===== config.mk =====
export PLATFORM = sky130hd
export DESIGN_NAME = bram_capture_ctrl
export DESIGN_NICKNAME = d
export VERILOG_FILES = /design/src/rtl/bram_capture_ctrl.sv
export SDC_FILE = /design/constraint.sdc
export NUM_CORES = 1
export LEC_CHECK = 0
export CORE_UTILIZATION = 45
export CTS_CLUSTER_DIAMETER = 100
export DETAILED_ROUTE_END_ITERATION = 6
export HOLD_SLACK_MARGIN = 0.12
export PLACE_DENSITY = 0.7
export SYNTH_ARGS = -nofsm -noshare
export SYNTH_HDL_FRONTEND = slang
export SYNTH_SLANG_ARGS = --single-unit

===== constraint.sdc =====
create_clock -name wclk -period 9.1 [get_ports wclk]
set_clock_uncertainty 0.1 [all_clocks]
set_input_delay 1.365 -clock wclk [delete_from_list [all_inputs] [get_ports wclk]]
set_output_delay 1.365 -clock wclk [all_outputs]
set_load 0.01 [all_outputs]

===== src/rtl/bram_capture_ctrl.sv =====
// Pre/post-trigger capture controller writing packed ADC samples into a BRAM ring.
// Latency: din/din_valid at cycle n appear as wdata/waddr/w_ena at cycle n+1.
// Backpressure: none; every strobe accepted while capturing is written, the BRAM never stalls.
//
// Ports:
//   wclk, reset_n            capture clock, asynchronous active-low reset
//   start/abort/trig         arm (rising edge), cancel (level, top priority), trigger (level)
//   pre_len/post_len         record lengths, latched on the arming edge (post_len 0 = full depth)
//   din/din_valid            packed channel samples (ch0 in LSBs) and their strobe
//   waddr/wdata/w_ena        registered BRAM write port
//   busy/status/done         capture in progress, its complement, capture complete
//   trig_addr/first_addr     address of first post-trigger sample and of oldest valid sample
module bram_capture_ctrl #(
    parameter int ADDR_W = 12,
    parameter int DW     = 14,
    parameter int NCH    = 2
) (
    input  logic                wclk,
    input  logic                reset_n,
    input  logic                start,
    input  logic                abort,
    input  logic                trig,
    input  logic [ADDR_W-1:0]   pre_len,
    input  logic [ADDR_W-1:0]   post_len,
    input  logic [NCH*DW-1:0]   din,
    input  logic                din_valid,
    output logic [ADDR_W-1:0]   waddr,
    output logic [NCH*DW-1:0]   wdata,
    output logic                w_ena,
    output logic                busy,
    output logic                status,
    output logic                done,
    output logic [ADDR_W-1:0]   trig_addr,
    output logic [ADDR_W-1:0]   first_addr
);

    typedef enum logic [2:0] {IDLE, PRE, ARMED, POST, DONE} state_t;

    localparam logic [ADDR_W:0]   CNT_ONE = {{ADDR_W{1'b0}}, 1'b1};
    localparam logic [ADDR_W-1:0] PTR_ONE = {{(ADDR_W-1){1'b0}}, 1'b1};

    state_t               state_q, state_d;
    logic                 start_q;
    logic [ADDR_W-1:0]    pre_len_q, pre_len_d;
    logic [ADDR_W:0]      post_len_q, post_len_d;
    logic [ADDR_W:0]      cnt_q, cnt_d;
    logic [ADDR_W-1:0]    wptr_q, wptr_d;
    logic [ADDR_W-1:0]    trig_addr_q, trig_addr_d;
    logic [ADDR_W-1:0]    first_addr_q, first_addr_d;
    logic                 pend_q, pend_d;
    logic                 accept;
    logic                 start_edge;
    logic                 busy_d;
    logic [ADDR_W-1:0]    waddr_q;
    logic [NCH*DW-1:0]    wdata_q;
    logic                 w_ena_q, busy_q, status_q, done_q;

    // start_q resets high so a start level held through reset release is not an edge.
    assign start_edge = start & ~start_q;

    always_comb begin
        state_d      = state_q;
        pre_len_d    = pre_len_q;
        post_len_d   = post_len_q;
        cnt_d        = cnt_q;
        wptr_d       = wptr_q;
        trig_addr_d  = trig_addr_q;
        first_addr_d = first_addr_q;
        pend_d       = pend_q;
        accept       = 1'b0;

        if (abort) begin
            state_d = IDLE;
        end else begin
            case (state_q)
                IDLE, DONE: begin
                    if (start_edge) begin
                        pre_len_d  = pre_len;
                        // Zero post length means a full ring; the extra counter bit holds 2**ADDR_W.
                        post_len_d = {(post_len == '0), post_len};
                        wptr_d     = '0;
                        cnt_d      = '0;
                        pend_d     = 1'b0;
                        state_d    = (pre_len != '0) ? PRE : ARMED;
                    end
                end
                PRE: begin
                    if (din_valid) begin
                        accept = 1'b1;
                        cnt_d  = cnt_q + CNT_ONE;
                        if (cnt_d == {1'b0, pre_len_q}) begin
                            cnt_d   = '0;
                            state_d = ARMED;
                        end
                    end
                end
                ARMED: begin
                    accept = din_valid;
                    if (trig) begin
                        state_d = POST;
                        if (din_valid) begin
                            // The trigger-cycle sample is the first post-trigger sample.
                            trig_addr_d = wptr_q;
                            cnt_d       = CNT_ONE;
                            if (post_len_q == CNT_ONE) begin
                                state_d      = DONE;
                                first_addr_d = wptr_q - pre_len_q;
                            end
                        end else begin
                            // Trigger waits for the next valid sample to pin its address.
                            pend_d = 1'b1;
                            cnt_d  = '0;
                        end
                    end
                end
                POST: begin
                    if (din_valid) begin
                        accept = 1'b1;
                        if (pend_q) begin
                            trig_addr_d = wptr_q;
                            pend_d      = 1'b0;
                        end
                        cnt_d = cnt_q + CNT_ONE;
                        if (cnt_d == post_len_q) begin
                            state_d      = DONE;
                            first_addr_d = trig_addr_d - pre_len_q;
                        end
                    end
                end
                default: state_d = IDLE;
            endcase
        end

        if (accept) begin
            wptr_d = wptr_q + PTR_ONE;
        end
    end

    // Status flags are registered from the next state so they line up with state_q.
    assign busy_d = (state_d == PRE) || (state_d == ARMED) || (state_d == POST);

    always_ff @(posedge wclk or negedge reset_n) begin
        if (!reset_n) begin
            state_q      <= IDLE;
            start_q      <= 1'b1;
            pre_len_q    <= '0;
            post_len_q   <= '0;
            cnt_q        <= '0;
            wptr_q       <= '0;
            trig_addr_q  <= '0;
            first_addr_q <= '0;
            pend_q       <= 1'b0;
            waddr_q      <= '0;
            wdata_q      <= '0;
            w_ena_q      <= 1'b0;
            busy_q       <= 1'b0;
            status_q     <= 1'b1;
            done_q       <= 1'b0;
        end else begin
            state_q      <= state_d;
            start_q      <= start;
            pre_len_q    <= pre_len_d;
            post_len_q   <= post_len_d;
            cnt_q        <= cnt_d;
            wptr_q       <= wptr_d;
            trig_addr_q  <= trig_addr_d;
            first_addr_q <= first_addr_d;
            pend_q       <= pend_d;
            w_ena_q      <= accept;
            if (accept) begin
                waddr_q <= wptr_q;
                wdata_q <= din;
            end
            busy_q       <= busy_d;
            status_q     <= ~busy_d;
            done_q       <= (state_d == DONE);
        end
    end

    assign waddr      = waddr_q;
    assign wdata      = wdata_q;
    assign w_ena      = w_ena_q;
    assign busy       = busy_q;
    assign status     = status_q;
    assign done       = done_q;
    assign trig_addr  = trig_addr_q;
    assign first_addr = first_addr_q;

endmodule


==> impl_results.md <==
* Status: complete, no violations
* Switching pwr at 0.508 mW
* Post-synth top area cell: dfrtp_1
* Mapped Cells at 717
* Row count at 43
* Total negative slack at 0 ns
* Internal Power at 1.22 mW
* Setup CP Type: in2reg
* DRT Pass-1 Iters at 7
* Number of port buffers at 125
* Count of flip-flops with a built-in enable after synthesis at 0
* Sw frac at 29.3%
* Fin crit share at 45.1%
* Routed vias/inst at 5.54
* Seq/Total Area, Yosys at 46.9%
* Most frequent cells in the layout: nand2_1, clkdlybuf4s50_1, dfrtp_1
* Synthesized Nets at 789
* Vert. Die Dim at 123 µm
* Sequential Power Share at 39.1%
* Top cells by area, synth: dfrtp_1, nand2_1, mux2_2, xnor2_1, o21ai_0
* Die area at 0.0151 mm²
* Diode count at 0
* Remaining global-route overflow at 0
* Power share of the combinational group at 22.0%
* Syn_area_per_cell at 9.15 µm²
* Final ANT Viol Nets at 0
* Hold slack at 0.371 ns
* Relative slew slack at 21.9%
* GP Congestion at 0.926
* Slew Viols, Final at 0
* Number of DRC markers in iteration 0 at 306
* Vias in the first global route at 5771
* Detailed Route WL at 17000 µm
* TritonCTS Buffers at 17
* Fin crit period at 4.11 ns
* Area share of the largest cell type after synthesis at 46.1%
* Total of warnings raised by yosys at 0
* Initial antenna violation count at 0
* Share of layout cells above drive strength 1 at 10.1%
* PD cells at 204 mW/mm²
* Fmax at 243 MHz
* First-pass GRT wire length at 28000 µm
* Slack of the worst reg-to-reg path at 5.19 ns
* WP data required at 9.31 ns
* DP HPWL at 12200 µm
* CTS clk-pin slew, worst paths at 0.06 ns
* Clk Latency, worst-skew pair at 0.42 ns
* Number of max-cap violations at 0
* Critical Path Sink: wptr_q[3]
* DRC at 0
* R2r worst-path depth at 14
* Syn Std Cell Area at 0.00656 mm²
* Vias at 5677
* Worst ir drop on vdd at 0.140 mV
* Seq cells post-synth at 123
* Core footprint at 0.0140 mm²
* Nature of the critical path startpoint: input port
* CTS tree: yes
* Clk buf depth at 2
* Post-CTS setup buffers at 0
* Critical-path maximum fanout at 47
* Hold Path Class: reg2reg
* # resized after CTS at 0
* Final Cell Area at 0.00850 mm²
* Root Buffer Master: clkbuf_16
* CTS Sinks at 123
* Drt wl/cell at 16.6 µm
* Kind of end point of the critical path: flop
* Post-synth top flop: dfrtp_1
* # setup viols final at 0
* Layout area overhead at 29.5%
* Area after DPL at 0.00791 mm²
* Crit path from: abort
* Die width at 123 µm
* Overall routing resource usage at 24.2%
* Commonest non-fill, non-tap cell in the layout: nand2_1
* Reg-to-Reg Start: state_q[1]
* I/O Pins at 126
* Layout Nets at 904
* R2r endpoint: first_addr[9]
* P_leak at 3.90 nW
* CTS H-tree lvls at 4
* Netlist cell types at 66
* WP data arrival at 4.31 ns
* Clock Power Share at 38.9%
* Async S/R FF share, synth at 100%
* Unrepaired setup endpoints after global routing: false
* Pin count of the biggest net entering global routing at 70
* Total chip power at 1.73 mW
* Starting Density at 46.7%
* # hold bufs at CTS at 0
* Endpoints failing hold at 0
* Worst-Margin Slew at 1.17 ns
worst min path at each step:
stage | start | end | slack [ns] | depth (start not counted)
after global placement | wdata[6] | wdata[6] | 0.36 | 2
final | wdata[13] | wdata[13] | 0.37 | 2
after floorplan | post_len_q[1] | post_len_q[1] | 0.38 | 2
after global routing | wdata[13] | wdata[13] | 0.40 | 2
after CTS | wdata[13] | wdata[13] | 0.38 | 2
after detailed placement | wdata[0] | wdata[0] | 0.36 | 2
critical path, stage by stage:
cell and delay (ns):
clkdlybuf4s50_1 0.54, nand2b_1 0.24, or3_1 0.33, buf_4 0.29
inv_1 0.49, buf_4 0.40, nor2_1 0.19, a21o_1 0.19
mux2_2 0.26
synthesized netlist by cell type (3+ instances only):
library cell	number
nand2_1	201
dfrtp_1	121
o21ai_0	39
mux2_2	30
inv_1	27
nor2_1	27
nand3_1	24
xnor2_1	23
a31oi_1	21
clkbuf_1	21
xor2_1	17
ha_1	13
a21oi_1	11
nand4_1	11
and3_1	10
nor4_1	10
mux2i_1	9
nand3b_1	7
nor3_1	7
nand2b_1	6
nor2b_1	6
buf_2	5
or3_1	5
buf_1	4
buf_6	4
a22oi_1	3
and2_1	3
o221ai_1	3
o22ai_1	3
or2_2	3
stage by stage:
stage / worst slack (ns) / util [%] / cells
floorplan: 5.53 / - / 717
global placement: 4.66 / 56.4 / 993
detailed placement: 4.59 / 56.4 / 993
CTS: 5.01 / 60.5 / 1025
global route: 4.78 / 60.5 / 1025
finish: 4.99 / 60.5 / 1025
state kept, by name, indices dropped and copies added, names as in the netlist:
name	flops
pend_q	1
done	1
status	1
w_ena	1
busy	1
waddr	12
pre_len_q	12
cnt_q	13
start_q	1
wptr_q	12
trig_addr	12
post_len_q	13
state_q	3
wdata	28
first_addr	12
power by group through the flow:
stage	Sequential (mW)	Combinational (mW)	Clock [mW]
2_1_floorplan	0.688	0.193	0
3_3_place_gp	0.684	0.365	0
3_5_place_dp	0.683	0.378	0
4_1_cts	0.677	0.382	0.683
5_1_grt	0.687	0.420	0.709
6_report	0.677	0.380	0.673
cell families after synthesis:
logic type | Yosys count | share of synthesized area, %
AND/OR/NAND/NOR | 333 | 23.5
adder cells (fa/ha/maj) | 14 | 2.78
XOR/XNOR | 42 | 6.10
buffers and inverters | 63 | 4.23
multiplexers | 40 | 6.69
flip-flops | 123 | 46.9
AO/OA/AOI/OAI | 102 | 9.73
layout make-up:
class | instances | area [µm²]
Sequential cell | 123 | 3080
Timing Repair Buffer | 132 | 1300
Clock buffer | 19 | 443
Tap cell | 180 | 225
Fill cell | 1187 | 5540
Clock inverter | 13 | 141
Inverter | 27 | 101
Multi-Input combinational cell | 531 | 3210
routing by layer:
metal	vias up	part of all wire [%]	global-route usage [%]
met1	2743	40	28.4
li1	2693	-	-
met3	31	7.2	8.04
met2	210	51	41.8
met4	0	1.7	7.09
met5	-	0	0
No activity file was read; power rests on OpenSTA's default activity.
